File: src/rtl/hsk_pkg.sv
// Shared types and constants for the housekeeping UART transmitter.
package hsk_pkg;

  typedef enum logic [2:0] {
    IDLE,
    START,
    DATA,
    STOP,
    NULL
  } hsk_tx_state_t;

  localparam int HSK_BITS_PER_FRAME       = 10;
  localparam int HSK_DEFAULT_CLKS_PER_BIT = 400;

endpackage

File: src/rtl/hsk_byte_fifo.sv
// First-word fall-through byte FIFO with synchronous flush and occupancy count.
module hsk_byte_fifo #(
  parameter int DEPTH = 16,
  parameter int WIDTH = 8
) (
  input  logic                   i_clk,
  input  logic                   i_rst_n,
  input  logic                   i_push,
  input  logic [WIDTH-1:0]       i_data,
  input  logic                   i_pop,
  input  logic                   i_flush,
  output logic [WIDTH-1:0]       o_data,
  output logic                   o_empty,
  output logic [$clog2(DEPTH):0] o_count
);

  localparam int AW = $clog2(DEPTH);
  localparam int CW = AW + 1;

  logic [WIDTH-1:0] r_mem [DEPTH];
  logic [AW-1:0]    r_wr_ptr;
  logic [AW-1:0]    r_rd_ptr;
  logic [CW-1:0]    r_count;
  logic             w_full;
  logic             w_do_push;
  logic             w_do_pop;

  assign w_full    = (r_count == CW'(DEPTH));
  assign o_empty   = (r_count == '0);
  assign w_do_pop  = i_pop & ~o_empty;
  // A pop in the same cycle frees the slot, so a full FIFO may still accept.
  assign w_do_push = i_push & (~w_full | w_do_pop);
  assign o_data    = r_mem[r_rd_ptr];
  assign o_count   = r_count;

  always_ff @(posedge i_clk) begin
    if (w_do_push && !i_flush) begin
      r_mem[r_wr_ptr] <= i_data;
    end
  end

  always_ff @(posedge i_clk or negedge i_rst_n) begin
    if (!i_rst_n) begin
      r_wr_ptr <= '0;
      r_rd_ptr <= '0;
      r_count  <= '0;
    end else if (i_flush) begin
      r_wr_ptr <= '0;
      r_rd_ptr <= '0;
      r_count  <= '0;
    end else begin
      if (w_do_push) r_wr_ptr <= r_wr_ptr + AW'(1);
      if (w_do_pop)  r_rd_ptr <= r_rd_ptr + AW'(1);
      case ({w_do_push, w_do_pop})
        2'b10:   r_count <= r_count + CW'(1);
        2'b01:   r_count <= r_count - CW'(1);
        default: r_count <= r_count;
      endcase
    end
  end

endmodule

File: src/rtl/hsk_uart_tx.sv
// 8N1 housekeeping UART transmitter with watchdog abort/null handling.
// Define HSK_UART_TX_STATS_EN to add the tx_bytes_o / drop_bytes_o counters.
module hsk_uart_tx
  import hsk_pkg::*;
#(
  parameter int CLKS_PER_BIT = HSK_DEFAULT_CLKS_PER_BIT,
  parameter int FIFO_DEPTH   = 16
) (
  input  logic                        wb_clk_i,
  input  logic                        wb_rst_n_i,
  input  logic [7:0]                  s_tdata_i,
  input  logic                        s_tvalid_i,
  output logic                        s_tready_o,
  input  logic                        watchdog_trigger_i,
  input  logic                        watchdog_null_i,
  output logic                        hsk_tx_o,
  output logic                        hsk_tx_active_o,
  output logic [$clog2(FIFO_DEPTH):0] fifo_count_o
`ifdef HSK_UART_TX_STATS_EN
  ,
  output logic [15:0]                 tx_bytes_o,
  output logic [15:0]                 drop_bytes_o
`endif
);

  localparam int            CW           = $clog2(FIFO_DEPTH) + 1;
  localparam int            TW           = $clog2(CLKS_PER_BIT + 1);
  localparam logic [TW-1:0] TIMER_RELOAD = TW'(CLKS_PER_BIT - 1);

  hsk_tx_state_t r_state, w_state_next;
  logic [TW-1:0] r_timer, w_timer_next;
  logic [2:0]    r_bit_cnt, w_bit_cnt_next;
  logic [7:0]    r_shift, w_shift_next;
  logic          r_tx, w_tx_next;
  logic          r_active, w_active_next;
  logic          r_ready;
  logic          r_null_d;

  logic          w_null_rise;
  logic          w_flush;
  logic          w_handshake;
  logic          w_push;
  logic          w_discard;
  logic          w_pop;
  logic [7:0]    w_fifo_data;
  logic          w_fifo_empty;
  logic [CW-1:0] w_fifo_count;
  logic [CW-1:0] w_count_next;

  assign w_null_rise = watchdog_null_i & ~r_null_d;
  assign w_flush     = w_null_rise | watchdog_trigger_i;
  assign w_handshake = s_tvalid_i & r_ready;
  assign w_push      = w_handshake & ~w_flush;
  assign w_discard   = w_handshake & w_flush;

  hsk_byte_fifo #(
    .DEPTH (FIFO_DEPTH),
    .WIDTH (8)
  ) u_fifo (
    .i_clk   (wb_clk_i),
    .i_rst_n (wb_rst_n_i),
    .i_push  (w_push),
    .i_data  (s_tdata_i),
    .i_pop   (w_pop),
    .i_flush (w_flush),
    .o_data  (w_fifo_data),
    .o_empty (w_fifo_empty),
    .o_count (w_fifo_count)
  );

  // Ready is registered, so it must be derived from next cycle's occupancy.
  always_comb begin
    w_count_next = w_fifo_count;
    if (w_flush) begin
      w_count_next = '0;
    end else if (w_push && !w_pop) begin
      w_count_next = w_fifo_count + CW'(1);
    end else if (!w_push && w_pop) begin
      w_count_next = w_fifo_count - CW'(1);
    end
  end

  always_ff @(posedge wb_clk_i or negedge wb_rst_n_i) begin
    if (!wb_rst_n_i) begin
      r_state   <= IDLE;
      r_timer   <= '0;
      r_bit_cnt <= '0;
      r_shift   <= '0;
      r_tx      <= 1'b1;
      r_active  <= 1'b0;
      r_ready   <= 1'b0;
      r_null_d  <= 1'b0;
    end else begin
      r_state   <= w_state_next;
      r_timer   <= w_timer_next;
      r_bit_cnt <= w_bit_cnt_next;
      r_shift   <= w_shift_next;
      r_tx      <= w_tx_next;
      r_active  <= w_active_next;
      r_ready   <= watchdog_trigger_i | (w_count_next != CW'(FIFO_DEPTH));
      r_null_d  <= watchdog_null_i;
    end
  end

  // Line level is computed one state ahead so hsk_tx_o is a plain flop output.
  always_comb begin
    w_state_next   = r_state;
    w_timer_next   = r_timer;
    w_bit_cnt_next = r_bit_cnt;
    w_shift_next   = r_shift;
    w_tx_next      = r_tx;
    w_active_next  = r_active;
    w_pop          = 1'b0;
    if (w_null_rise) begin
      w_state_next  = NULL;
      w_tx_next     = 1'b0;
      w_active_next = 1'b0;
    end else begin
      unique case (r_state)
        IDLE: begin
          if (!w_fifo_empty && !watchdog_trigger_i) begin
            w_pop         = 1'b1;
            w_shift_next  = w_fifo_data;
            w_timer_next  = TIMER_RELOAD;
            w_state_next  = START;
            w_tx_next     = 1'b0;
            w_active_next = 1'b1;
          end
        end
        START: begin
          if (r_timer == '0) begin
            w_state_next   = DATA;
            w_timer_next   = TIMER_RELOAD;
            w_bit_cnt_next = '0;
            w_tx_next      = r_shift[0];
          end else begin
            w_timer_next = r_timer - TW'(1);
          end
        end
        DATA: begin
          if (r_timer == '0) begin
            w_timer_next = TIMER_RELOAD;
            if (r_bit_cnt == 3'd7) begin
              w_state_next = STOP;
              w_tx_next    = 1'b1;
            end else begin
              w_bit_cnt_next = r_bit_cnt + 3'd1;
              w_shift_next   = {1'b0, r_shift[7:1]};
              w_tx_next      = r_shift[1];
            end
          end else begin
            w_timer_next = r_timer - TW'(1);
          end
        end
        STOP: begin
          if (r_timer == '0) begin
            if (!w_fifo_empty && !watchdog_trigger_i) begin
              w_pop        = 1'b1;
              w_shift_next = w_fifo_data;
              w_timer_next = TIMER_RELOAD;
              w_state_next = START;
              w_tx_next    = 1'b0;
            end else begin
              w_state_next  = IDLE;
              w_active_next = 1'b0;
            end
          end else begin
            w_timer_next = r_timer - TW'(1);
          end
        end
        NULL: begin
          if (!watchdog_null_i) begin
            w_state_next = IDLE;
            w_tx_next    = 1'b1;
          end
        end
        default: begin
          w_state_next  = IDLE;
          w_tx_next     = 1'b1;
          w_active_next = 1'b0;
        end
      endcase
    end
  end

  assign s_tready_o      = r_ready;
  assign hsk_tx_o        = r_tx;
  assign hsk_tx_active_o = r_active;
  assign fifo_count_o    = w_fifo_count;

`ifdef HSK_UART_TX_STATS_EN
  logic [15:0] r_tx_bytes;
  logic [15:0] r_drop_bytes;

  // A flush drops the whole current occupancy in a single cycle.
  always_ff @(posedge wb_clk_i or negedge wb_rst_n_i) begin
    if (!wb_rst_n_i) begin
      r_tx_bytes   <= '0;
      r_drop_bytes <= '0;
    end else begin
      if (r_state == STOP && r_timer == '0 && !w_null_rise) begin
        r_tx_bytes <= r_tx_bytes + 16'd1;
      end
      r_drop_bytes <= r_drop_bytes
                    + (w_flush ? 16'(w_fifo_count) : 16'd0)
                    + 16'(w_discard);
    end
  end

  assign tx_bytes_o   = r_tx_bytes;
  assign drop_bytes_o = r_drop_bytes;
`endif

endmodule

File: config.mk
export PLATFORM = sky130hd
export DESIGN_NAME = hsk_uart_tx
export DESIGN_NICKNAME = d
export VERILOG_FILES = /design/src/rtl/hsk_pkg.sv /design/src/rtl/hsk_byte_fifo.sv /design/src/rtl/hsk_uart_tx.sv
export SDC_FILE = /design/constraint.sdc
export NUM_CORES = 1
export LEC_CHECK = 0
export CAP_MARGIN = 5
export CORE_ASPECT_RATIO = 1.5
export CORE_MARGIN = 3
export CORE_UTILIZATION = 45
export CTS_CLUSTER_SIZE = 20
export DETAILED_ROUTE_END_ITERATION = 6
export HOLD_SLACK_MARGIN = 0.06
export PLACE_DENSITY = 0.65
export RECOVER_POWER = 25
export SLEW_MARGIN = 20
export SYNTH_ARGS = -nofsm -noshare
export SYNTH_HDL_FRONTEND = slang
export SYNTH_SLANG_ARGS = --single-unit
File: constraint.sdc
create_clock -name wb_clk_i -period 4.34 [get_ports wb_clk_i]
set_input_delay 0.651 -clock wb_clk_i [delete_from_list [all_inputs] [get_ports wb_clk_i]]
set_output_delay 0.651 -clock wb_clk_i [all_outputs]
set_load 0.1 [all_outputs]
# After elaboration in Yosys (flattened, before gate mapping)
# Memories as Yosys holds them, arrays and structs flattened.
# Index checks and enable logic that the tools add are counted.
# W data, S select, Z words.
[word_totals] input_bits=13 elab_cells=128 mem_count=1 ff_bits=40 ramBits=128 out_inout_bits=8
[mem_list] memory="u_fifo.r_mem" depth=16 word_bits=8 read_ports=1 rd_clocked_by_memory_dff=0 wr=1 line_no="hsk_byte_fifo.sv:20" source="logic [WIDTH-1:0] r_mem [DEPTH];"
[op_classes] n_eq_ne=21 reduce_logical=26 bitwise=13 mux=50 add_sub_neg=6
[op_table] op="$mux W8" count=4
[op_table] op="$mux W3" count=10
[op_table] op="$mux W9" count=3
[op_table] op="$pmux W9 S3" count=1
[op_table] op="$pmux W8 S3" count=1
[op_table] op="$ne A3 B3 Y1 const B" count=7
[op_table] op="$mux W5" count=4
[op_table] op="$mux W1" count=17
[op_table] op="$mux W4" count=4
[op_table] op="$pmux W3 S5" count=1
[op_table] op="$pmux W5 S2" count=1
[op_table] op="$reduce_and A5 Y1" count=2
[op_table] op="$logic_not A9 Y1" count=1
[op_table] op="$reduce_bool A3 Y1" count=3
[op_table] op="$sub A9 B1 Y9 const B" count=1
[op_table] op="$add A4 B1 Y4 const B" count=2
[op_table] op="$ne A2 B2 Y1 const B" count=4
[op_table] op="$reduce_and A4 Y1" count=2
[op_table] op="$eq A3 B2 Y1 const B" count=2
[op_table] op="$eq A3 B3 Y1 const B" count=2
[op_table] op="$pmux W3 S2" count=1
[op_table] op="$reduce_and A6 Y1" count=1
[op_table] op="$reduce_bool A2 Y1" count=3
[op_table] op="$add A5 B1 Y5 const B" count=1
[op_table] op="other kinds (21)" count=38

# Longest topological paths before layout
# Gate-level depths: netlist of run 1.
[logic_depth] depth_word=13 mapped_depth=9

# Modules after synthesis
# Synthesis of run 1 repeated with hierarchy kept, for this count alone.
[hier_totals] hier_cells=501 hier_area_um2=7628.6
[by_module_without_submodules] mod="hsk_byte_fifo" cells_each=292 area_per_inst_um2=5858.1 n_inst=1 seq_area_each_um2=4169.0
[by_module_without_submodules] mod="hsk_uart_tx" cells_each=209 area_per_inst_um2=1770.4 n_inst=1 seq_area_each_um2=676.9

# Worst setup path after synthesis of run 1
# No wires, ideal clock.
[synth_timing] path_type="register to register" startpoint="register u_fifo.r_count[0], in the netlist u_fifo.o_count[0]" endpoint="memory u_fifo.r_mem[0][0], enable pin" synth_period_minus_slack_ns=3.046 arrival_ns=2.662 path_stages_with_launch=9 required_ns=3.957 setup_slack_ns=1.294 path_buffers=1 path_cell_list="dfrtp_1 > inv_1 > ha_1 > and3_1 > o21ai_2 > and3_1 > buf_4 > nand2_1 > nor3_1"
[synth_via] elab_chain_len=13
[synth_lines] item="from (decl)" line_no="hsk_byte_fifo.sv:23" source="logic [CW-1:0] r_count;"
[synth_lines] item="from (signal assigned)" line_no="hsk_byte_fifo.sv:55" source="2'b10: r_count <= r_count + CW'(1);"
[synth_lines] item="from (signal assigned)" line_no="hsk_byte_fifo.sv:56" source="2'b01: r_count <= r_count - CW'(1);"
[synth_lines] item="from (signal assigned)" line_no="hsk_byte_fifo.sv:57" source="default: r_count <= r_count;"
[synth_lines] item="$logic_not A5 Y1" line_no="hsk_byte_fifo.sv:29" source="assign o_empty = (r_count == '0);"
[synth_lines] item="$logic_not A1 Y1" line_no="hsk_uart_tx.sv:121, hsk_uart_tx.sv:157"
[synth_lines] item="$logic_and A1 B1 Y1" line_no="hsk_uart_tx.sv:121, hsk_uart_tx.sv:157"
[synth_lines] item="$mux W1" line_no="hsk_uart_tx.sv:121, hsk_uart_tx.sv:157"
[synth_lines] item="$mux W1" line_no="hsk_uart_tx.sv:156" source="if (r_timer == '0) begin"
[synth_lines] item="$pmux W1 S2" line_no="hsk_uart_tx.sv:119" source="unique case (r_state)"
[synth_lines] item="$mux W1" line_no="hsk_uart_tx.sv:114" source="if (w_null_rise) begin"
[synth_lines] item="$and A1 B1 Y1" line_no="hsk_byte_fifo.sv:30" source="assign w_do_pop = i_pop & ~o_empty;"
[synth_lines] item="$or A1 B1 Y1 (*)" line_no="hsk_byte_fifo.sv:32" source="assign w_do_push = i_push & (~w_full | w_do_pop);"
[synth_lines] item="$and A1 B1 Y1 (*)" line_no="hsk_byte_fifo.sv:32"
[synth_lines] item="$logic_and A1 B1 Y1 (*)" line_no="hsk_byte_fifo.sv:37" source="if (w_do_push && !i_flush) begin"
[synth_lines] item="$mux W1 (*)" line_no="hsk_byte_fifo.sv:37"
[synth_lines] item="$mux W1 (implied by the code) (*)" line_no="hsk_byte_fifo.sv:38" source="r_mem[r_wr_ptr] <= i_data;"
[synth_lines] item="to (decl)" line_no="hsk_byte_fifo.sv:20"
# Mark *: on every way between the ends. The rest lies on a longest branch, timed or not.

# Worst setup path in the final report of run 1
[layout_timing] startpoint="register r_timer[2]" endpoint="memory u_fifo.r_mem[13][2], enable pin"
[layout_via] elab_chain_len=10
[layout_lines] item="from (decl)" line_no="hsk_uart_tx.sv:31" source="logic [TW-1:0] r_timer, w_timer_next;"
[layout_lines] item="from (signal assigned)" line_no="hsk_uart_tx.sv:95" source="r_timer <= w_timer_next;"
[layout_lines] item="$logic_not A9 Y1" line_no="hsk_uart_tx.sv:156"
[layout_lines] item="$mux W1" line_no="hsk_uart_tx.sv:156"
[layout_lines] item="$pmux W1 S2" line_no="hsk_uart_tx.sv:119"
[layout_lines] item="$mux W1" line_no="hsk_uart_tx.sv:114"
[layout_lines] item="$and A1 B1 Y1" line_no="hsk_byte_fifo.sv:30"
[layout_lines] item="$or A1 B1 Y1" line_no="hsk_byte_fifo.sv:32"
[layout_lines] item="$and A1 B1 Y1" line_no="hsk_byte_fifo.sv:32"
[layout_lines] item="$logic_and A1 B1 Y1" line_no="hsk_byte_fifo.sv:37"
[layout_lines] item="$mux W1" line_no="hsk_byte_fifo.sv:37"
[layout_lines] item="$mux W1 (implied by the code)" line_no="hsk_byte_fifo.sv:38"
# No other way between the ends.

==> results of run 1 <==
[state kept, by name, indices dropped and copies added, names as in the netlist]
name / count
u_fifo.o_count: 5
r_null_d: 1
r_state: 3
u_fifo.r_rd_ptr: 4
hsk_tx_active_o: 1
s_tready_o: 1
u_fifo.r_wr_ptr: 4
u_fifo.r_mem: 128
hsk_tx_o: 1
r_bit_cnt: 3
r_timer: 9
r_shift: 8
[cells in the mapped netlist, types with 13 or more instances]
cell type  number  area (um^2)
a22oi_1        13         97.6
a21oi_1        27          135
nand3_1        15         75.1
o21ai_0        19         95.1
dfrtp_1        39          976
nand2_1        30          113
edfxtp_1      128         3840
nor2_1         45          169
nor3_1         14         70.1
mux4_2         34          766
clkbuf_1       16         60.1
[routing by layer]
metal  GRT usage  vias up  share of wire
li1            -     1980              -
met1       0.205     2201           0.38
met2       0.341      110           0.55
met3      0.0374       32          0.034
met4      0.0779        0          0.029
met5           0        -              0
[kinds of logic (layout without fill, tap and decap cells)]
family / count (synthesis) / count (layout) / synth area share
flip-flops: 168 / 168 / 0.655
AND/OR/NAND/NOR: 145 / 145 / 0.100
AO/OA/AOI/OAI: 89 / 89 / 0.0810
multiplexers: 38 / 38 / 0.109
buffers and inverters: 38 / 70 / 0.0213
adder cells (fa/ha/maj): 12 / 12 / 0.0203
XOR/XNOR: 11 / 11 / 0.0130
[power by group through the flow]
stage                     Sequential [uW]  Combinational (uW)  Clock [uW]
final                                1940                 612        1440
after global routing                 1960                 668        1550
after CTS                            1940                 613        1470
after detailed placement             1970                 612           0
after global placement               1960                 599           0
after floorplan                      2030                 376           0
[final cells by class]
class / instances / area share
Timing Repair Buffer: 27 / 0.0295
Inverter: 12 / 0.00539
Tap cell: 203 / 0.0304
Sequential cell: 168 / 0.581
Clock inverter: 14 / 0.0163
Multi-Input combinational cell: 295 / 0.287
Clock buffer: 17 / 0.0509
[stage by stage]
step                cell area (um^2)  power, uW  setup slack [ns]
detailed placement              7790       2580             0.961
finish                          8350       3990              1.07
global placement                7790       2560              1.09
global route                    8350       4170             0.903
CTS                             8350       4020              1.07
floorplan                       7400       2400              1.29
[worst register-to-register path, cell delays in order, from the launching register on]
cell and delay [ns]:
dfrtp_1 0.44, or4_1 0.70, o41a_4 0.46, o21ai_2 0.18, and3_1 0.35, nand2_1 0.22
nor2_1 0.56
[how the worst max path moves through the flow]
stage	end	slack, ns	depth (start not counted)	from
2_1_floorplan	u_fifo.r_mem[0][0]$_DFFE_PP_	1.29	8	u_fifo.o_count[0]$_DFFE_PN0P_
3_3_place_gp	u_fifo.r_mem[5][6]$_DFFE_PP_	1.09	6	watchdog_null_i
3_5_place_dp	u_fifo.r_mem[12][6]$_DFFE_PP_	0.96	6	watchdog_null_i
4_1_cts	u_fifo.r_mem[13][2]$_DFFE_PP_	1.07	6	r_timer[2]$_DFFE_PN0P_
5_1_grt	u_fifo.r_mem[13][3]$_DFFE_PP_	0.90	6	r_timer[2]$_DFFE_PN0P_
6_report	u_fifo.r_mem[13][2]$_DFFE_PP_	1.07	6	r_timer[2]$_DFFE_PN0P_
==> impl_results.md, run 1 <==
- Setup-failing EPs final: 0
- Crit-path leading delay family: simple AND/OR/NAND/NOR gates
- Global-route wire length before repair: 25.3 mm
- Library cell used as clock root buffer: clkbuf_16
- Type of the most critical hold path: reg -> reg
- Biggest cell delay along the critical path: 0.70 ns
- Ordered cell list for the critical path: or4_1 -> o41a_4 -> o21ai_2 -> and3_1 -> nand2_1 -> nor2_1
- Master of the slowest instance on the critical path: or4_1
- Net Switching: 1140 uW
- FF-to-FF End: u_fifo.r_mem[13][2]$_DFFE_PP_
- Worst Tran Pin Value: 2.16 ns
- RSZ-0062 raised after global routing: no
- Final slew viol count: 41
- Post-route DRC: 0
- Count of filler cells inserted in the layout: 1305
- Floorplan row count: 56
- Worst Skew: 0.00675 ns
- Total number of vias: 4323
- Most common library cell in the layout ignoring fill and taps: edfxtp_1
- Setup crit start kind: register
- Post-route clock period utilization: 0.754
- Number of warnings printed during yosys synthesis: 0
- MaxCap Viol Count: 1
- Maximum clock insertion buffer count: 2
- Final standard cell utilization of the core: 0.525
- Unique masters post-synth: 58
- Largest net degree at the start of global routing: 41
- Synthesized flop and latch total: 168
- Mean cell area of the mapped netlist: 14.8 um^2
- Detail Placement HPWL: 11.0 mm
- Initial antenna violation count: 0
- Clk sink count: 168
- Setup repair bufs after CTS: 0
- Clk slew on worst S/H paths: 0.06 ns
- Maximum vdd ir drop: 0.282 mV
- Number of buffers inserted by port buffering: 20
- End point of the most critical hold path: r_bit_cnt[1]$_DFFE_PN0P_
- Vias in the first global route: 4595
- Ratio of cells with drive above 1 in the final layout: 0.165
- Area growth from synthesis to layout: 12.9%
- Area occupied by multi-input gates: 2390 um^2
- Width of the chip: 111 um
- Depth of the worst register-to-register path: 6
- Post-detailed-route via-to-cell ratio: 5.87
- Setup Total Neg Slack: 0 ns
- Syn_nets: 526
- Status: complete, but fails checks
- Final weighted congestion in routability-driven placement: 0.870
- Cell count after placement: 705
- Worst reg2reg path startpoint: r_timer[2]$_DFFE_PN0P_
- Number of DRC markers in iteration 0: 326
- Number of synthesized flops with an enable pin: 128
- Power Density: 478 nW/um^2
- Buf/Inv on CP: 0
- R2R setup slack: 1.07 ns
- CTS tree: done
- Most frequently used flop master after synthesis: edfxtp_1
- Sequential group share of total power: 0.485
- Fraction of power consumed by the clock network: 0.362
- Worst relative slew slack: -0.443
- Share of synthesized area occupied by flip-flops and latches: 0.655
- Final net count: 546
- Required time at the worst-slack endpoint: 4.40 ns
- Most used cells in the layout excluding fill and tap cells: 128 x edfxtp_1, 45 x nor2_1, 37 x dfrtp_1
- Logic pwr share: 0.153
- WS Path Type: reg -> reg
- CTS hold repair buffers: 0
- Detailed-route wire length per cell: 21.4 um
- Worst hold margin: 0.495 ns
- CTS H-tree lvls: 4
- Number of cells upsized or downsized after cts: 0
- Max Clk Rate: 0.305 GHz
- Largest fanout of any net on the critical path: 8
- Crit path capture type: register
- Switching fraction of total power: 0.286
- Total congestion overflow: 0
- Gate count of the mapped netlist: 501
- Footprint of the flip-flops and latches: 4850 um^2
- Effective utilization at floorplan: 0.465
- Number of nets with antenna violations after routing: 0
- Leak pwr: 0.00281 uW
- Chip Height: 163 um
- Layout Cells excl Fill: 736
- Number of iterations in the first detailed-routing pass: 5
- Die outline area: 18000 um^2
- CTS Buf Count: 17
- Number of hold violations in the final report: 0
- Arrival @ worst endpoint: 3.34 ns
- Launch point of the worst hold path: r_bit_cnt[1]$_DFFE_PN0P_
- Async set-reset flop share out of synthesis: 0.238
- Diodes inserted: 0
- Crit path time final: 3.27 ns
- Internal power contribution: 2850 uW
- Violated checks: capacitance limit, slew limit
- I/O Pins: 21
- Insertion delay of the later-clocked pin in the worst-skew pair: 0.43 ns
- Hold-critical path depth: 2
- Core outline area: 15900 um^2
- Total wire length after detailed routing: 15.8 mm
- All-layer global routing usage: 0.184
- Post-Syn Area: 7400 um^2
(Power assumes the default switching activity.)
==> run 2, diff against run 1 <==
Settings changed: PLACE_DENSITY 0.65 to 0.68.
Clock period 4.34 ns to 2.85 ns, I/O delays scaled along.
==> run 2 against run 1 <==
The flow still finishes with violations (capacitance limit, slew limit). Cell count grew 3.9%. Fmax is 22% higher. Setup slack got worse by 0.89 ns. Non-clock buffer count increased by 28. Total power is 54% higher.
==> impl_results.md, run 2 (synthesized netlist as in run 1, its figures left out) <==
- CTS hold repair buffers: 0 (unchanged)
- Chip Height: 163 um (unchanged)
- Final Total Pwr: 6150 uW (+54%)
- Top flop regs: u_fifo.r_mem: 128 flops, r_timer: 9 flops, r_shift: 8 flops
- Layer with the highest usage after global routing: met2
- Total number of vias: 4409 (+2.0%)
- Worst hold margin: 0.477 ns (-0.0186 ns)
- Core outline area: 15900 um^2 (unchanged)
- Setup-failing EPs final: 0 (unchanged)
- Floorplan row count: 56 (unchanged)
- Maximum clock insertion buffer count: 2 (unchanged)
- CTS H-tree lvls: 4 (unchanged)
- Width of the chip: 111 um (unchanged)
- Crit-path leading delay family: simple AND/OR/NAND/NOR gates
- RSZ-0062 raised after global routing: no
- Fraction of met3 tracks used by global routing: 0.0385 (+0.00111)
- Insertion delay of the later-clocked pin in the worst-skew pair: 0.42 ns (about the same)
- Fraction of power consumed by the clock network: 0.367 (+0.005)
- Internal power contribution: 4400 uW (+54%)
- Largest fanout of any net on the critical path: 8 (unchanged)
- Master of the slowest instance on the critical path: or4_1
- Vias in the first global route: 4540 (-1.2%)
- Diodes inserted: 0 (unchanged)
- Type of the most critical hold path: reg -> reg
- Biggest cell delay along the critical path: 0.57 ns (-0.13 ns)
- Largest net degree at the start of global routing: 41 (unchanged)
- R2R setup slack: 0.18 ns (-0.89 ns)
- Die outline area: 18000 um^2 (unchanged)
- Clk slew on worst S/H paths: 0.07 ns (about the same)
- Global-route wire length before repair: 25.3 mm (-0.11%)
- Clk sink count: 168 (unchanged)
- Worst Tran Pin Value: 2.19 ns (+0.0265 ns)
- I/O Pins: 21 (unchanged)
- Worst relative slew slack: -0.461 (-0.0177)
- Final slew viol count: 41 (unchanged)
- Setup crit start kind: register
- Total wire length after detailed routing: 15.7 mm (-0.74%)
- Most used cells in the layout excluding fill and tap cells: 128 x edfxtp_1, 45 x nor2_1, 42 x buf_4
- Final weighted congestion in routability-driven placement: 0.858 (-1.3%)
- Library cell used as clock root buffer: clkbuf_16
- Worst Skew: 0.00877 ns (+0.00202 ns)
- Detail Placement HPWL: 11.1 mm (+0.94%)
- Ratio of cells with drive above 1 in the final layout: 0.231 (+0.0662)
- Effective utilization at floorplan: 0.465 (unchanged)
- Most common library cell in the layout ignoring fill and taps: edfxtp_1
- CTS tree: done
- Post-detailed-route via-to-cell ratio: 5.76 (-1.9%)
- MaxCap Viol Count: 1 (unchanged)
- Logic pwr share: 0.162 (+0.009)
- Status: complete, but fails checks
- Number of nets with antenna violations after routing: 0 (unchanged)
- Number of buffers inserted by port buffering: 20 (unchanged)
- Register bank with the most flops: u_fifo.r_mem
- Met2 global-route usage: 0.343 (+0.00166)
- Number of iterations in the first detailed-routing pass: 4 (-1)
- Total congestion overflow: 0 (unchanged)
- Layout Cells excl Fill: 765 (+3.9%)
- Ordered cell list for the critical path: or4_1 -> o41a_4 -> o21ai_2 -> and3_2 -> nand2_1 -> nor2_1 -> buf_4
- Area growth from synthesis to layout: 16.0%
- Buf/Inv on CP: 1 (+1)
- Crit path capture type: register
- Arrival @ worst endpoint: 2.81 ns (-0.53 ns)
- Post-route DRC: 0 (unchanged)
- Cell count after placement: 733 (+4.0%)
- Final standard cell utilization of the core: 0.539 (+0.0144)
- Largest register FFs: 128 (unchanged)
- Required time at the worst-slack endpoint: 2.98 ns (-1.42 ns)
- Met1 Resource Use GR: 0.208 (+0.00312)
- Power Density: 717 nW/um^2 (+50%)
- Post-route clock period utilization: 0.938 (+0.184)
- Sequential group share of total power: 0.472 (-0.013)
- Number of hold violations in the final report: 0 (unchanged)
- Leak pwr: 0.00299 uW (+6.3%)
- Max Clk Rate: 0.374 GHz (+22%)
- Final net count: 574 (+5.1%)
- Detailed-route wire length per cell: 20.5 um (-4.5%)
- Switching fraction of total power: 0.286 (about the same)
- Violated checks: capacitance limit, slew limit
- Count of filler cells inserted in the layout: 1265 (-3.1%)
- WS Path Type: reg -> reg
- All-layer global routing usage: 0.183 (-0.000849)
- CTS Buf Count: 17 (unchanged)
- Number of cells upsized or downsized after cts: 0 (unchanged)
- Number of DRC markers in iteration 0: 303 (-7.1%)
- Crit path time final: 2.67 ns (-0.600 ns)
- Net Switching: 1760 uW (+54%)
- Initial antenna violation count: 0 (unchanged)
- Maximum vdd ir drop: 0.433 mV (+53%)
- Setup repair bufs after CTS: 0 (unchanged)
## run 2: cell count changes in the layout (fill, tap and decap cells not counted), sizes merged
cell	change
clkdlybuf4s50	-9
buf	+36
inv	+3
clkbuf	+1
dlygate4sd3	+1
clkinv	-3
## run 2: final timing paths
path / startpoint / end / cells past startpoint
hold / removal: r_bit_cnt[2]$_DFFE_PN0P_ / r_bit_cnt[2]$_DFFE_PN0P_ / 2
hold reg to reg: r_bit_cnt[2]$_DFFE_PN0P_ / r_bit_cnt[2]$_DFFE_PN0P_ / 2
min in group asynchronous: wb_rst_n_i / u_fifo.o_count[3]$_DFFE_PN0P_ / 1
setup reg to reg: r_timer[2]$_DFFE_PN0P_ / u_fifo.r_mem[7][2]$_DFFE_PP_ / 7
max in group asynchronous: wb_rst_n_i / u_fifo.o_count[0]$_DFFE_PN0P_ / 1
setup / recovery: r_timer[2]$_DFFE_PN0P_ / u_fifo.r_mem[7][2]$_DFFE_PP_ / 7
## run 2: routing by layer
metal / share of wire / routed length [um]
met4: 0.021 / 325
met1: 0.39 / 6120
met5: 0 / 0
met2: 0.56 / 8770
met3: 0.029 / 454
## run 2: area by class of cell
class / instances / area [um^2] / area share
Clock inverter: 14 / 148 / 0.0172
Timing Repair Buffer: 55 / 449 / 0.0523
Inverter: 12 / 45.0 / 0.00525
Multi-Input combinational cell: 295 / 2400 / 0.280
Clock buffer: 18 / 429 / 0.0500
Sequential cell: 168 / 4850 / 0.565
Tap cell: 203 / 254 / 0.0296
## run 2: power groups by stage
stage                     clock network (uW)  registers, uW  logic (uW)
after floorplan                            0           3090         572
after global placement                     0           2950         988
after detailed placement                   0           2960         997
after CTS                               2310           2900        1000
after global routing                    2420           2920        1090
final                                   2260           2900         995
## run 2: tightest hold or removal path: stages (launching register included)
cell     delay [ns]
dfrtp_1        0.35
nand2_1        0.05
nand2_1        0.05
## run 2: per-stage QoR
step	setup TNS, ns	instance area, um^2	setup slack, ns
finish	0	8580	0.176
global route	0	8580	0.0447
CTS	0	8580	0.108
detailed placement	0	8000	0.122
global placement	0	8000	0.171
floorplan	-1.92	7410	-0.120
==> run 3, diff against run 2 <==
Settings changed: SLEW_MARGIN 20 to not set.
==> results of run 3 <==
Final layout, timing and power as in run 2 (identical DEF).
